===== config.mk =====
export PLATFORM = sky130hd
export DESIGN_NAME = pc_next_unit_flat
export DESIGN_NICKNAME = d
export VERILOG_FILES = /design/src/rtl/pc_next_if.sv /design/src/rtl/pc_next_unit.sv /design/src/flat_wrapper.sv
export SDC_FILE = /design/constraint.sdc
export NUM_CORES = 1
export LEC_CHECK = 0
export CAP_MARGIN = 20
export CORE_ASPECT_RATIO = 1.5
export CORE_MARGIN = 3
export CORE_UTILIZATION = 35
export DETAILED_ROUTE_END_ITERATION = 12
export PLACE_DENSITY = 0.57
export SYNTH_ARGS = -nofsm -noshare
export SYNTH_HDL_FRONTEND = slang
export SYNTH_SLANG_ARGS = --single-unit

===== constraint.sdc =====
create_clock -name clk -period 2 [get_ports clk]
set_clock_uncertainty 0.1 [all_clocks]
set_input_delay 0.3 -clock clk [delete_from_list [all_inputs] [get_ports clk]]
set_output_delay 0.3 -clock clk [all_outputs]
set_load 0.02 [all_outputs]

===== src/rtl/pc_next_if.sv =====
// Fetch-stage control bundle between the pipeline (master) and the PC unit (slave).
interface pc_next_if #(
  parameter int unsigned NBITS = 7
);
  logic             stall;
  logic             branch_taken;
  logic [NBITS-1:0] branch_target;
  logic             jump;
  logic             call;
  logic             ret;
  logic [NBITS-1:0] jump_target;
  logic [NBITS-1:0] ret_addr;
  logic [NBITS-1:0] pc;
  logic             redirect;
  logic             ras_empty;
  logic             ras_full;
  logic             ras_underflow;

  modport master (
    output stall, branch_taken, branch_target, jump, call, ret, jump_target, ret_addr,
    input  pc, redirect, ras_empty, ras_full, ras_underflow
  );

  modport slave (
    input  stall, branch_taken, branch_target, jump, call, ret, jump_target, ret_addr,
    output pc, redirect, ras_empty, ras_full, ras_underflow
  );
endinterface


===== src/rtl/pc_next_unit.sv =====
// Registered next-PC selection with EX branch, ID jump/call/return and a
// circular return-address stack that overwrites its oldest entry when full.
module pc_next_unit #(
  parameter int unsigned     NBITS      = 7,
  parameter logic [NBITS-1:0] RESET_ADDR = '0,
  parameter int unsigned     RAS_DEPTH  = 4
) (
  input logic    clk,
  input logic    rst,
  pc_next_if.slave bus
);
  localparam int unsigned TPW = $clog2(RAS_DEPTH);
  localparam logic [TPW:0] CNT_MAX = (TPW + 1)'(RAS_DEPTH);

  logic [NBITS-1:0] pc_q, pc_d, pc_inc;
  logic [NBITS-1:0] ras [RAS_DEPTH];
  logic [TPW-1:0]   tp, tp_d;
  logic [TPW:0]     cnt, cnt_d;
  logic             push;
  logic             redirect_q, redirect_d;
  logic             underflow_q, underflow_d;

  assign pc_inc = pc_q + NBITS'(1);

  always_comb begin
    pc_d        = pc_q;
    tp_d        = tp;
    cnt_d       = cnt;
    push        = 1'b0;
    redirect_d  = 1'b0;
    underflow_d = 1'b0;
    // A taken branch squashes the same-cycle ID instruction, stall or not.
    if (bus.branch_taken) begin
      pc_d       = bus.branch_target;
      redirect_d = 1'b1;
    end else if (!bus.stall) begin
      if (bus.ret) begin
        if (cnt != '0) begin
          pc_d       = ras[tp];
          tp_d       = tp - TPW'(1);
          cnt_d      = cnt - (TPW + 1)'(1);
          redirect_d = 1'b1;
        end else begin
          pc_d        = pc_inc;
          underflow_d = 1'b1;
        end
      end else if (bus.call) begin
        push       = 1'b1;
        tp_d       = tp + TPW'(1);
        cnt_d      = (cnt == CNT_MAX) ? cnt : cnt + (TPW + 1)'(1);
        pc_d       = bus.jump_target;
        redirect_d = 1'b1;
      end else if (bus.jump) begin
        pc_d       = bus.jump_target;
        redirect_d = 1'b1;
      end else begin
        pc_d = pc_inc;
      end
    end
  end

  always_ff @(posedge clk) begin
    if (rst) begin
      pc_q        <= RESET_ADDR;
      tp          <= '0;
      cnt         <= '0;
      redirect_q  <= 1'b0;
      underflow_q <= 1'b0;
    end else begin
      pc_q        <= pc_d;
      tp          <= tp_d;
      cnt         <= cnt_d;
      redirect_q  <= redirect_d;
      underflow_q <= underflow_d;
    end
  end

  // Stack contents need no reset; cnt alone decides what is valid.
  always_ff @(posedge clk) begin
    if (!rst && push) begin
      ras[tp_d] <= bus.ret_addr;
    end
  end

  assign bus.pc            = pc_q;
  assign bus.redirect      = redirect_q;
  assign bus.ras_underflow = underflow_q;
  assign bus.ras_empty     = (cnt == '0);
  assign bus.ras_full      = (cnt == CNT_MAX);
endmodule


===== src/flat_wrapper.sv =====
// flat-port wrapper written by rule: the top's interface ports become plain ports
module pc_next_unit_flat 
#(
  parameter int unsigned     NBITS      = 7,
  parameter logic [NBITS-1:0] RESET_ADDR = '0,
  parameter int unsigned     RAS_DEPTH  = 4
)
  (clk, rst, bus_stall, bus_branch_taken, bus_branch_target, bus_jump, bus_call, bus_ret, bus_jump_target, bus_ret_addr, bus_pc, bus_redirect, bus_ras_empty, bus_ras_full, bus_ras_underflow);
  pc_next_if #(.NBITS(NBITS)) bus_i ();
  input logic clk;
  input logic rst;
  input wire logic [$bits(bus_i.stall)-1:0] bus_stall;
  input wire logic [$bits(bus_i.branch_taken)-1:0] bus_branch_taken;
  input wire logic [$bits(bus_i.branch_target)-1:0] bus_branch_target;
  input wire logic [$bits(bus_i.jump)-1:0] bus_jump;
  input wire logic [$bits(bus_i.call)-1:0] bus_call;
  input wire logic [$bits(bus_i.ret)-1:0] bus_ret;
  input wire logic [$bits(bus_i.jump_target)-1:0] bus_jump_target;
  input wire logic [$bits(bus_i.ret_addr)-1:0] bus_ret_addr;
  output wire logic [$bits(bus_i.pc)-1:0] bus_pc;
  output wire logic [$bits(bus_i.redirect)-1:0] bus_redirect;
  output wire logic [$bits(bus_i.ras_empty)-1:0] bus_ras_empty;
  output wire logic [$bits(bus_i.ras_full)-1:0] bus_ras_full;
  output wire logic [$bits(bus_i.ras_underflow)-1:0] bus_ras_underflow;
  assign bus_i.stall = bus_stall;
  assign bus_i.branch_taken = bus_branch_taken;
  assign bus_i.branch_target = bus_branch_target;
  assign bus_i.jump = bus_jump;
  assign bus_i.call = bus_call;
  assign bus_i.ret = bus_ret;
  assign bus_i.jump_target = bus_jump_target;
  assign bus_i.ret_addr = bus_ret_addr;
  assign bus_pc = bus_i.pc;
  assign bus_redirect = bus_i.redirect;
  assign bus_ras_empty = bus_i.ras_empty;
  assign bus_ras_full = bus_i.ras_full;
  assign bus_ras_underflow = bus_i.ras_underflow;
  pc_next_unit #(.NBITS(NBITS), .RESET_ADDR(RESET_ADDR), .RAS_DEPTH(RAS_DEPTH)) u_core (.clk(clk), .rst(rst), .bus(bus_i));
endmodule

==> flow_metrics.env <==
export IMPL_mostFrequentLayoutCells="clkdlybuf4s50_1, edfxtp_1, buf_4, nor2_1"
export IMPL_worst_ep_arrival_time_ns=1.49
export IMPL_final_common_cell="clkdlybuf4s50_1"
export IMPL_crit_chain="inv_1 > and3_1 > clkdlybuf4s50_1"
export IMPL_timing_slew_headroom_pct=61.36
export IMPL_min_path_cells=2
export IMPL_dp_hpwl_um=3599
export IMPL_grt_pass1_vias=1558
export IMPL_fin_area_sq_mm=0.002613
export IMPL_grtUsageTotal_pct=15.31
export IMPL_peakVddDrop_v=0.0004198
export IMPL_drc=0
export IMPL_period_needed_ns=1.892
export IMPL_dr_first_iter_drc_count=83
export IMPL_power_density_mw_per_mm2=674.9
export IMPL_dp_slack_ns=-0.2009
export IMPL_ff2ff_path_depth=5
export IMPL_gp_congestion=0.7767
export IMPL_initial_core_util_pct=37.43
export IMPL_worstPathRequired_ns=1.60
export IMPL_clockBufferDepth=2
export IMPL_num_vias=1454
export IMPL_yosysUniqueCellTypes=46
export IMPL_p_leak_nw=0.9109
export IMPL_avgSynthCellArea_sq_um=13.10
export IMPL_post_route_util_pct=49.43
export IMPL_row_count=32
export IMPL_run_status="finished clean"
export IMPL_finalMaxSlewViolations=0
export IMPL_setup_ws_ns=0.1076
export IMPL_syn_area_sq_mm=0.001978
export IMPL_postCtsSetupRepairBufs=0
export IMPL_maxCapViolCount=0
export IMPL_pin_count=39
export IMPL_timing_final_hold_violations=0
export IMPL_fp_dieW_um=67.39
export IMPL_max_freq_mhz=528.4
export IMPL_synthesis_nets=181
export IMPL_n_antenna_cell=0
export IMPL_path_class="reg -> out"
export IMPL_setup_violations=0
export IMPL_fin_setup_tns_ns=0
export IMPL_wl_um=4735
export IMPL_period_share_pct=94.62
export IMPL_die_area_sq_mm=0.006609
export IMPL_clock_sink_count=42
export IMPL_cts_root_buf="clkbuf_8"
export IMPL_routedWlPerCell_um=17.28
export IMPL_fin_nets=235
export IMPL_placed_cell_area_sq_mm=0.002525
export IMPL_slowest_delay_ns=0.59
export IMPL_grt_pass1_wl_um=7472
export IMPL_grt_setup_unrepaired="no"
export IMPL_ys_async_sr_fraction_pct=0
export IMPL_core_sq_mm=0.005285
export IMPL_ys_flop_type="edfxtp_1"
export IMPL_crit_fanout=6
export IMPL_synth_enable_flop_cells=28
export IMPL_yosys_warnings=0
export IMPL_drt_pass1_iterations=4
export IMPL_tightest_slew_ns=0.5716
export IMPL_min_delay_path_class="reg -> reg"
export IMPL_cts_htree_levels=2
export IMPL_final_antenna_net_count=0
export IMPL_holdWs_ns=0.4630
export IMPL_cp_end_kind="output port"
export IMPL_numPortBuffers=38
export IMPL_worst_path_buf_inv=2
export IMPL_cts_tree="done"
export IMPL_drive_gt1_share_pct=17.48
export IMPL_seq_area_frac_synth_pct=56.67
export IMPL_area_growth_pct=32.07
export IMPL_synth_seq_cells=42
export IMPL_grt_ovfl_total=0
export IMPL_clkTransAtPathRegs_ns=0.07
export IMPL_vias_per_cell=5.307
export IMPL_antenna_found_initial=0
export IMPL_grt_max_degree=15
export IMPL_crit_slowest_cell="clkdlybuf4s50_1"
export IMPL_cp_depth=3
export IMPL_clk_latency_ns=0.29
export IMPL_synthCells=151
export IMPL_startpoint_type="flop"
export IMPL_die_h_um=98.08
export IMPL_cts_buffers=5
export IMPL_crit_family="buffers and inverters"
## sequential cells by signal (all words and copies together), names as in the netlist
name	flops
u_core.bus.redirect	1
u_core.bus.ras_underflow	1
u_core.cnt	3
u_core.tp	2
u_core.ras	28
u_core.bus.pc	7
## tightest hold or removal path: stages, from the launching register on
cell and delay, ns:
dfxtp_2 0.36, nor2_1 0.11, a211oi_1 0.06
## final timing paths
| path | endpoint | slack [ns] | start |
|---|---|---|---|
| setup reg to reg | u_core.bus.pc[2] | 0.12 | u_core.tp[0] |
| hold / removal | u_core.cnt[1] | 0.46 | u_core.cnt[1] |
| setup / recovery | bus_ras_full | 0.11 | u_core.cnt[0] |
| hold reg to reg | u_core.cnt[1] | 0.46 | u_core.cnt[1] |
## cell type report
cell class / instances / area [sq um]
Clock buffer: 5 / 68.82
Fill cell: 485 / 2673
Inverter: 5 / 18.77
Tap cell: 68 / 85.08
Clock inverter: 3 / 16.27
Sequential cell: 42 / 1125
Timing Repair Buffer: 54 / 499.2
Multi-Input combinational cell: 97 / 799.5
## cells by family (layout without fill, tap and decap cells)
kind of cell,after synthesis,in the layout,synth area share (%)
compound gates,41,41,15.37
xor+xnor,7,7,3.099
fa+ha+maj,2,2,1.644
buf+inv,12,67,3.163
flops,42,42,56.67
mux,10,10,10.69
simple gates,37,37,9.362
## timing repair
action / 4_1_cts / 5_1_grt
hold buffers: 0 / 0
resized for setup: 1 / 3
setup endpoints to repair: 1 / 1
## power by group
| part | switching (mW) | total (mW) | leakage, nW | internal [mW] |
|---|---|---|---|---|
| clock network | 0.280 | 0.519 | 0.0416 | 0.239 |
| registers | 0.0272 | 0.971 | 0.369 | 0.944 |
| logic | 0.126 | 0.272 | 0.501 | 0.146 |
## layer usage
| metal | vias up | GRT usage [%] | wire length [um] | part of all wire [%] |
|---|---|---|---|---|
| li1 | 695 | - | - | - |
| met1 | 696 | 15.71 | 1745 | 37 |
| met3 | 8 | 4.488 | 286 | 6.0 |
| met4 | 0 | 5.625 | 64 | 1.4 |
| met5 | - | 0 | 0 | 0 |
| met2 | 55 | 28.11 | 2638 | 56 |
## stage by stage
| stage | instances | power, mW |
|---|---|---|
| 6_report | 274 | 1.763 |
| 2_1_floorplan | 151 | 1.120 |
| 4_1_cts | 274 | 1.790 |
| 3_3_place_gp | 266 | 1.258 |
| 5_1_grt | 274 | 1.855 |
| 3_5_place_dp | 266 | 1.264 |
## synthesized netlist by cell type, types with 2 or more instances
library cell / instances / share of area, %
a21oi_1: 11 / 2.8
nand3_1: 3 / 0.76
nor4b_1: 2 / 0.89
o221ai_1: 2 / 0.89
nor2_1: 12 / 2.3
a221oi_1: 3 / 1.3
nor3_1: 2 / 0.51
dfxtp_1: 14 / 14
nand2_1: 9 / 1.7
o31a_1: 2 / 0.89
o22ai_1: 2 / 0.63
clkbuf_1: 3 / 0.57
inv_1: 5 / 0.95
mux2i_1: 2 / 1.0
o21ai_1: 2 / 0.51
a21o_1: 2 / 0.76
buf_2: 2 / 0.51
xor2_1: 2 / 0.89
and3_1: 2 / 0.63
buf_6: 2 / 1.1
xnor2_1: 5 / 2.2
o21ai_0: 6 / 1.5
mux4_1: 6 / 8.0
edfxtp_1: 28 / 43
Power figures use the tool's default switching activity.
